$ cat src/rtl/md_pkg.sv
// md_unit shared types and constants.
// MD_DIV_EN (define) enables the restoring divider.
package md_pkg;

  typedef enum logic [1:0] {
    S_IDLE,
    S_MULT,
    S_DIV,
    S_DONE
  } md_state_e;

  localparam int MD_ITERS = 32;
  localparam int CNT_W = 6;
  localparam logic [31:0] INT_MIN = 32'h8000_0000;

  function automatic logic [31:0] abs32(
    input logic [31:0] v
  );
    return v[31] ? -v : v;
  endfunction

endpackage

$ cat src/rtl/md_if.sv
// Operand/start/result bundle between the
// X stage and the multiply/divide unit.
interface md_if;

  logic [31:0] data_a;
  logic [31:0] data_b;
  logic        ctrl_mult;
  logic        ctrl_div;
  logic [31:0] result;
  logic        exception;
  logic        ready;
  logic        nops_from_md;

  modport master (
    output data_a, data_b,
    output ctrl_mult, ctrl_div,
    input  result, exception,
    input  ready, nops_from_md
  );

  modport slave (
    input  data_a, data_b,
    input  ctrl_mult, ctrl_div,
    output result, exception,
    output ready, nops_from_md
  );

endinterface

$ cat src/rtl/md_div_step.sv
// One unsigned restoring-division iteration.
// Built only when MD_DIV_EN is defined.
`ifdef MD_DIV_EN
module md_div_step (
  input  logic [31:0] i_rem,
  input  logic [31:0] i_quo,
  input  logic [31:0] i_dvsr,
  output logic [31:0] o_rem,
  output logic [31:0] o_quo
);

  logic [32:0] w_shift;
  logic [32:0] w_diff;

  assign w_shift = {i_rem, i_quo[31]};
  assign w_diff  = w_shift - {1'b0, i_dvsr};

  // w_shift < 2*divisor, so bit 32 is a true borrow
  always_comb begin
    o_rem = w_shift[31:0];
    o_quo = {i_quo[30:0], 1'b0};
    if (!w_diff[32]) begin
      o_rem = w_diff[31:0];
      o_quo = {i_quo[30:0], 1'b1};
    end
  end

endmodule
`endif

$ cat src/rtl/md_unit.sv
// Iterative signed multiply/divide unit.
// Divider built only with `define MD_DIV_EN.
module md_unit
  import md_pkg::*;
(
  input logic clock,
  input logic reset,
  md_if.slave bus
);

  md_state_e r_state;
  md_state_e w_next;

  logic [CNT_W-1:0] r_cnt;
  logic [63:0] r_acc;
  logic [63:0] r_mcand;
  logic [31:0] r_mplier;
  logic [31:0] r_result;
  logic        r_exc;

  logic        w_open;
  logic        w_go_mult;
  logic        w_go_div;
  logic        w_last;
  logic        w_div_skip;
  logic        w_ovf;
  logic [63:0] w_pp;
  logic [63:0] w_acc_nxt;
  logic [31:0] w_res_fin;
  logic        w_exc_fin;

  assign w_open = (r_state == S_IDLE) ||
                  (r_state == S_DONE);

  assign w_go_mult = !reset && w_open &&
                     bus.ctrl_mult && !bus.ctrl_div;
  assign w_go_div  = !reset && w_open &&
                     bus.ctrl_div && !bus.ctrl_mult;

  assign w_last =
    (r_cnt == CNT_W'(MD_ITERS - 1));

  // Bit 31 of the multiplier carries weight -2^31
  assign w_pp = r_mplier[0] ? r_mcand : '0;
  assign w_acc_nxt = w_last ? r_acc - w_pp
                            : r_acc + w_pp;
  assign w_ovf = !((&w_acc_nxt[63:31]) ||
                   !(|w_acc_nxt[63:31]));

`ifdef MD_DIV_EN
  logic [31:0] r_rem;
  logic [31:0] r_quo;
  logic [31:0] r_dvsr;
  logic        r_neg;
  logic        r_dovf;
  logic [31:0] w_rem_n;
  logic [31:0] w_quo_n;
  logic [31:0] w_quo_fin;

  md_div_step u_step (
    .i_rem  (r_rem),
    .i_quo  (r_quo),
    .i_dvsr (r_dvsr),
    .o_rem  (w_rem_n),
    .o_quo  (w_quo_n)
  );

  assign w_quo_fin = r_neg ? -w_quo_n : w_quo_n;
  assign w_div_skip = (bus.data_b == '0);
  assign w_res_fin = (r_state == S_DIV) ?
                     w_quo_fin : w_acc_nxt[31:0];
  assign w_exc_fin = (r_state == S_DIV) ?
                     r_dovf : w_ovf;

  always_ff @(posedge clock) begin
    if (reset) begin
      r_rem  <= '0;
      r_quo  <= '0;
      r_dvsr <= '0;
      r_neg  <= 1'b0;
      r_dovf <= 1'b0;
    end else if (w_go_div) begin
      r_rem  <= '0;
      r_quo  <= abs32(bus.data_a);
      r_dvsr <= abs32(bus.data_b);
      r_neg  <= bus.data_a[31] ^ bus.data_b[31];
      r_dovf <= (bus.data_a == INT_MIN) &&
                (bus.data_b == '1);
    end else if (r_state == S_DIV) begin
      r_rem <= w_rem_n;
      r_quo <= w_quo_n;
    end
  end
`else
  assign w_div_skip = 1'b1;
  assign w_res_fin  = w_acc_nxt[31:0];
  assign w_exc_fin  = w_ovf;
`endif

  always_comb begin
    w_next = r_state;
    unique case (r_state)
      S_IDLE, S_DONE: begin
        w_next = S_IDLE;
        if (w_go_mult)
          w_next = S_MULT;
        else if (w_go_div)
          w_next = w_div_skip ? S_DONE : S_DIV;
      end
      S_MULT, S_DIV: begin
        if (w_last)
          w_next = S_DONE;
      end
      default: w_next = S_IDLE;
    endcase
  end

  always_ff @(posedge clock) begin
    if (reset)
      r_state <= S_IDLE;
    else
      r_state <= w_next;
  end

  always_ff @(posedge clock) begin
    if (reset) begin
      r_acc    <= '0;
      r_mcand  <= '0;
      r_mplier <= '0;
    end else if (w_go_mult) begin
      r_acc    <= '0;
      r_mcand  <= {{32{bus.data_a[31]}},
                   bus.data_a};
      r_mplier <= bus.data_b;
    end else if (r_state == S_MULT) begin
      r_acc    <= w_acc_nxt;
      r_mcand  <= r_mcand << 1;
      r_mplier <= r_mplier >> 1;
    end
  end

  always_ff @(posedge clock) begin
    if (reset) begin
      r_cnt    <= '0;
      r_result <= '0;
      r_exc    <= 1'b0;
    end else if (w_go_mult || w_go_div) begin
      r_cnt <= '0;
      if (w_go_div && w_div_skip) begin
        r_result <= '0;
        r_exc    <= 1'b1;
      end
    end else if (r_state == S_MULT ||
                 r_state == S_DIV) begin
      r_cnt <= r_cnt + CNT_W'(1);
      if (w_last) begin
        r_result <= w_res_fin;
        r_exc    <= w_exc_fin;
      end
    end
  end

  assign bus.result    = r_result;
  assign bus.exception = r_exc;
  assign bus.ready     = (r_state == S_DONE);
  assign bus.nops_from_md =
    (r_state == S_MULT) || (r_state == S_DIV) ||
    w_go_mult || w_go_div;

endmodule

$ cat src/flat_wrapper.sv
// flat-port wrapper written by rule: the top's interface ports become plain ports
module md_unit_flat import md_pkg::*;
  (clock, reset, bus_data_a, bus_data_b, bus_ctrl_mult, bus_ctrl_div, bus_result, bus_exception, bus_ready, bus_nops_from_md);
  md_if bus_i ();
  input logic clock;
  input logic reset;
  input wire logic [$bits(bus_i.data_a)-1:0] bus_data_a;
  input wire logic [$bits(bus_i.data_b)-1:0] bus_data_b;
  input wire logic [$bits(bus_i.ctrl_mult)-1:0] bus_ctrl_mult;
  input wire logic [$bits(bus_i.ctrl_div)-1:0] bus_ctrl_div;
  output wire logic [$bits(bus_i.result)-1:0] bus_result;
  output wire logic [$bits(bus_i.exception)-1:0] bus_exception;
  output wire logic [$bits(bus_i.ready)-1:0] bus_ready;
  output wire logic [$bits(bus_i.nops_from_md)-1:0] bus_nops_from_md;
  assign bus_i.data_a = bus_data_a;
  assign bus_i.data_b = bus_data_b;
  assign bus_i.ctrl_mult = bus_ctrl_mult;
  assign bus_i.ctrl_div = bus_ctrl_div;
  assign bus_result = bus_i.result;
  assign bus_exception = bus_i.exception;
  assign bus_ready = bus_i.ready;
  assign bus_nops_from_md = bus_i.nops_from_md;
  md_unit u_core (.clock(clock), .reset(reset), .bus(bus_i));
endmodule
$ cat config.mk
export PLATFORM = sky130hd
export DESIGN_NAME = md_unit_flat
export DESIGN_NICKNAME = d
export VERILOG_FILES = /design/src/rtl/md_pkg.sv /design/src/rtl/md_if.sv /design/src/rtl/md_div_step.sv /design/src/rtl/md_unit.sv /design/src/flat_wrapper.sv
export SDC_FILE = /design/constraint.sdc
export NUM_CORES = 1
export LEC_CHECK = 0
export ABC_AREA = 0
export CAP_MARGIN = 20
export CORE_MARGIN = 2
export CORE_UTILIZATION = 30
export DETAILED_ROUTE_END_ITERATION = 7
export SLEW_MARGIN = 20
export SYNTH_ARGS = -nofsm -noshare
export SYNTH_HDL_FRONTEND = slang
export SYNTH_HIERARCHICAL = 1
export SYNTH_SLANG_ARGS = --single-unit
$ cat constraint.sdc
create_clock -name clock -period 18.2 [get_ports clock]
set_input_delay 3.64 -clock clock [delete_from_list [all_inputs] [get_ports clock]]
set_output_delay 3.64 -clock clock [all_outputs]
set_load 0.02 [all_outputs]
==> results.md <==
- Vias: 13200
- Commonest cells in the synthesized netlist: nor2_1, dfxtp_1, a21oi_1, mux2i_1, nand2_1
- Max Clk Rate: about 0.11 GHz
- Final critical-path required period: slightly below 9000 ps
- Gr ovfl total: 0
- CP Capture Type: primary output
- Cell count of the worst reg-to-reg path: 24
- Worst Tran Pin Value: 1100 ps
- Max FO, Critical Path: 5
- Post-synth EDFFs: 0
- Startpoint Class: input pin
- Yosys reg bits: 201
- Root Buffer Master: clkbuf_16
- CTS buffer count: 24
- Final setup viols: 0
- Setup Skew: approximately 30 ps
- CTS Sinks: between 200 and 250
- DR pass1 iterations: 6
- Drt drc: 0
- Vias in the first global route: between 10000 and 15000
- DRT Wirelength: 42900 µm
- Worst-path clk slew: 60 ps
- Maxcap violations: 0
- R2R Setup Slk: between 10000 and 15000 ps
- Status: completed
- Largest net degree at the start of global routing: roughly 110
- Top Ports: 103
- GPL Wtd Cong: around 0.94
- Cts hold-fix bufs: 0
- Critical path data required time: between 10000 and 15000 ps
- Detailed Route Iter0 Violations: a little over 900
- Crit share post-route: 0.491
- Asr flop ratio synth: 0
- Overall Global Routing Usage: 0.173
- Placed Instances: around 2400
- Worst path cell trace: clkdlybuf4s50_1 > xnor2_1 > o21ai_0 > clkdlybuf4s50_1
- Synth area leader: dfxtp_1
- H-tree depth: 1
- Synth area leaders: dfxtp_1, mux2i_1, nor2_1
- Synth-to-Final Area Change: 16.1%
- ANT cells: 0
- First-pass GRT wire length: about 67000 µm
- Hold Path Class: reg -> reg
- Die area: 48100 µm²
- WHS Endpoint: u_core/bus.result[31]
- Post-route insts no fill: 2413
- CP delay by family, top: buffers and inverters
- Synth Flop Type: dfxtp_1
- I/O Buffers: 102
- Syn Nets: 1909
- CTS tree: yes
- Synth top area share: 0.289
- RSZ-0062 raised after global routing: false
- Final slew viol count: 0
- Setup_tns: 0 ps
- Post-Synthesis Mean Instance Area: 7.85 µm²
- Antenna viol nets, final: 0
- Clk buf depth: 3
- Cells after Synth: 1773
- Worst-skew pair later-pin latency: roughly 560 ps
- Final hold viol count: 0
- Share of layout cells above drive strength 1: 0.0557
- Dpl hpwl: between 30000 and 40000 µm
- Die Y: 219 µm
- Most used cell, CP: clkdlybuf4s50_1
- Hold Crit Start: u_core/bus.result[31]
- RR Startpoint: u_core/r_mcand[6]
- Postcts setup bufs: 0
- Worst reg2reg endpoint: u_core/bus.exception
- # resized after CTS: 0
- Die width: 219 µm
- Vias per cell: 5.45
- Most common cell in the netlist: nor2_1
- Antenna violations before repair: 2
- Slowest stage delay, CP: 670 ps
- Slew headroom: 0.266
- Cell variety after synth: between 80 and 90
- # rows: 78
- Core Region: 45600 µm²
- Worst Path Arrival: 5290 ps
- WL per Instance: 17.8 µm
- Layout net count: 1931
- Netlist Area Pre-Place: around 14000 µm²
- Placed inst area: 15400 µm²
- Kind of critical path: in -> out
- Design Area, Final: 16200 µm²
- Worst Hold Depth: 2
- Worst path depth: 4
- CP max stage cell: clkdlybuf4s50_1
- WP buf/inv: 2
- Synthesis Warnings: 6
- Seq/Total Area, Yosys: 0.289
- Initial Util: 0.305
==> worst register-to-register path, stage by stage (launching register included) <==
cell      delay (ps)
dfxtp_1          350
or3_1            450
or3_1            470
nand2b_1         240
a21oi_2          300
a21boi_1         490
nand2_1          210
or3_1            410
nor4_1           210
nor2_1            90
a31oi_1          180
o21ai_1          110
ha_1             430
nand4_1          180
or4_4            530
or3_4            360
o22ai_2          130
o21ba_1          200
a221oi_2         250
a311oi_1         130
nor3b_1          290
nand4_1          180
or4_1            450
o41ai_2          200
a31oi_1           60
==> placed cells by master (no fill, tap or decap), types with 38 or more instances in the layout <==
cell / count
xnor2_1: 60
a21oi_1: 153
xor2_1: 43
a211oi_1: 74
ha_1: 66
o21ai_0: 74
mux2i_1: 149
dfxtp_1: 200
nor2_1: 269
clkdlybuf4s50_1: 101
nand2_1: 145
nor3_1: 38
==> cells by family (layout without fill, tap and decap cells) <==
logic type,count (synthesis),count (layout),synth area share
AO/OA/AOI/OAI,483,483,0.228
adder cells (fa/ha/maj),68,68,0.0617
flip-flops,201,201,0.289
multiplexers,149,149,0.107
buffers and inverters,146,186,0.0411
XOR/XNOR,104,104,0.0660
AND/OR/NAND/NOR,622,622,0.207
==> metrics by stage <==
step	utilization	worst slack [ps]	hold WS, ps
after floorplan	-	10200	448
after global placement	0.337	9270	455
after detailed placement	0.337	9280	467
after CTS	0.354	9270	475
after global routing	0.354	9200	495
final	0.354	9270	470
==> metal layers <==
layer,vias to the layer above,wire length (µm),GRT usage
li1,6483,-,-
met2,348,18200,0.265
met4,0,874,0.0453
met1,6276,21400,0.251
met3,51,2440,0.0286
met5,-,0,0
==> sequential cells by signal, indices dropped and copies added, names as in the netlist <==
name                  flops
u_core/r_mplier          32
u_core/bus.result        32
u_core/r_state            2
u_core/r_cnt              6
u_core/r_mcand           64
u_core/r_acc             64
u_core/bus.exception      1
==> worst max-delay path by stage <==
stage / from / to
2_1_floorplan: reset / bus_nops_from_md
3_3_place_gp: bus_ctrl_div / bus_nops_from_md
3_5_place_dp: bus_ctrl_div / bus_nops_from_md
4_1_cts: bus_ctrl_div / bus_nops_from_md
5_1_grt: bus_ctrl_div / bus_nops_from_md
6_report: bus_ctrl_div / bus_nops_from_md
==> final cells by class <==
type,instances,area [µm²]
Sequential cell,201,4030
Tap cell,600,751
Clock inverter,15,125
Fill cell,4797,29400
Inverter,26,97.6
Multi-Input combinational cell,1426,9360
Clock buffer,29,649
Timing Repair Buffer,116,1140
Power is not shown: default switching activity piles up to over one toggle a cycle in this logic, so the estimate is an artifact.
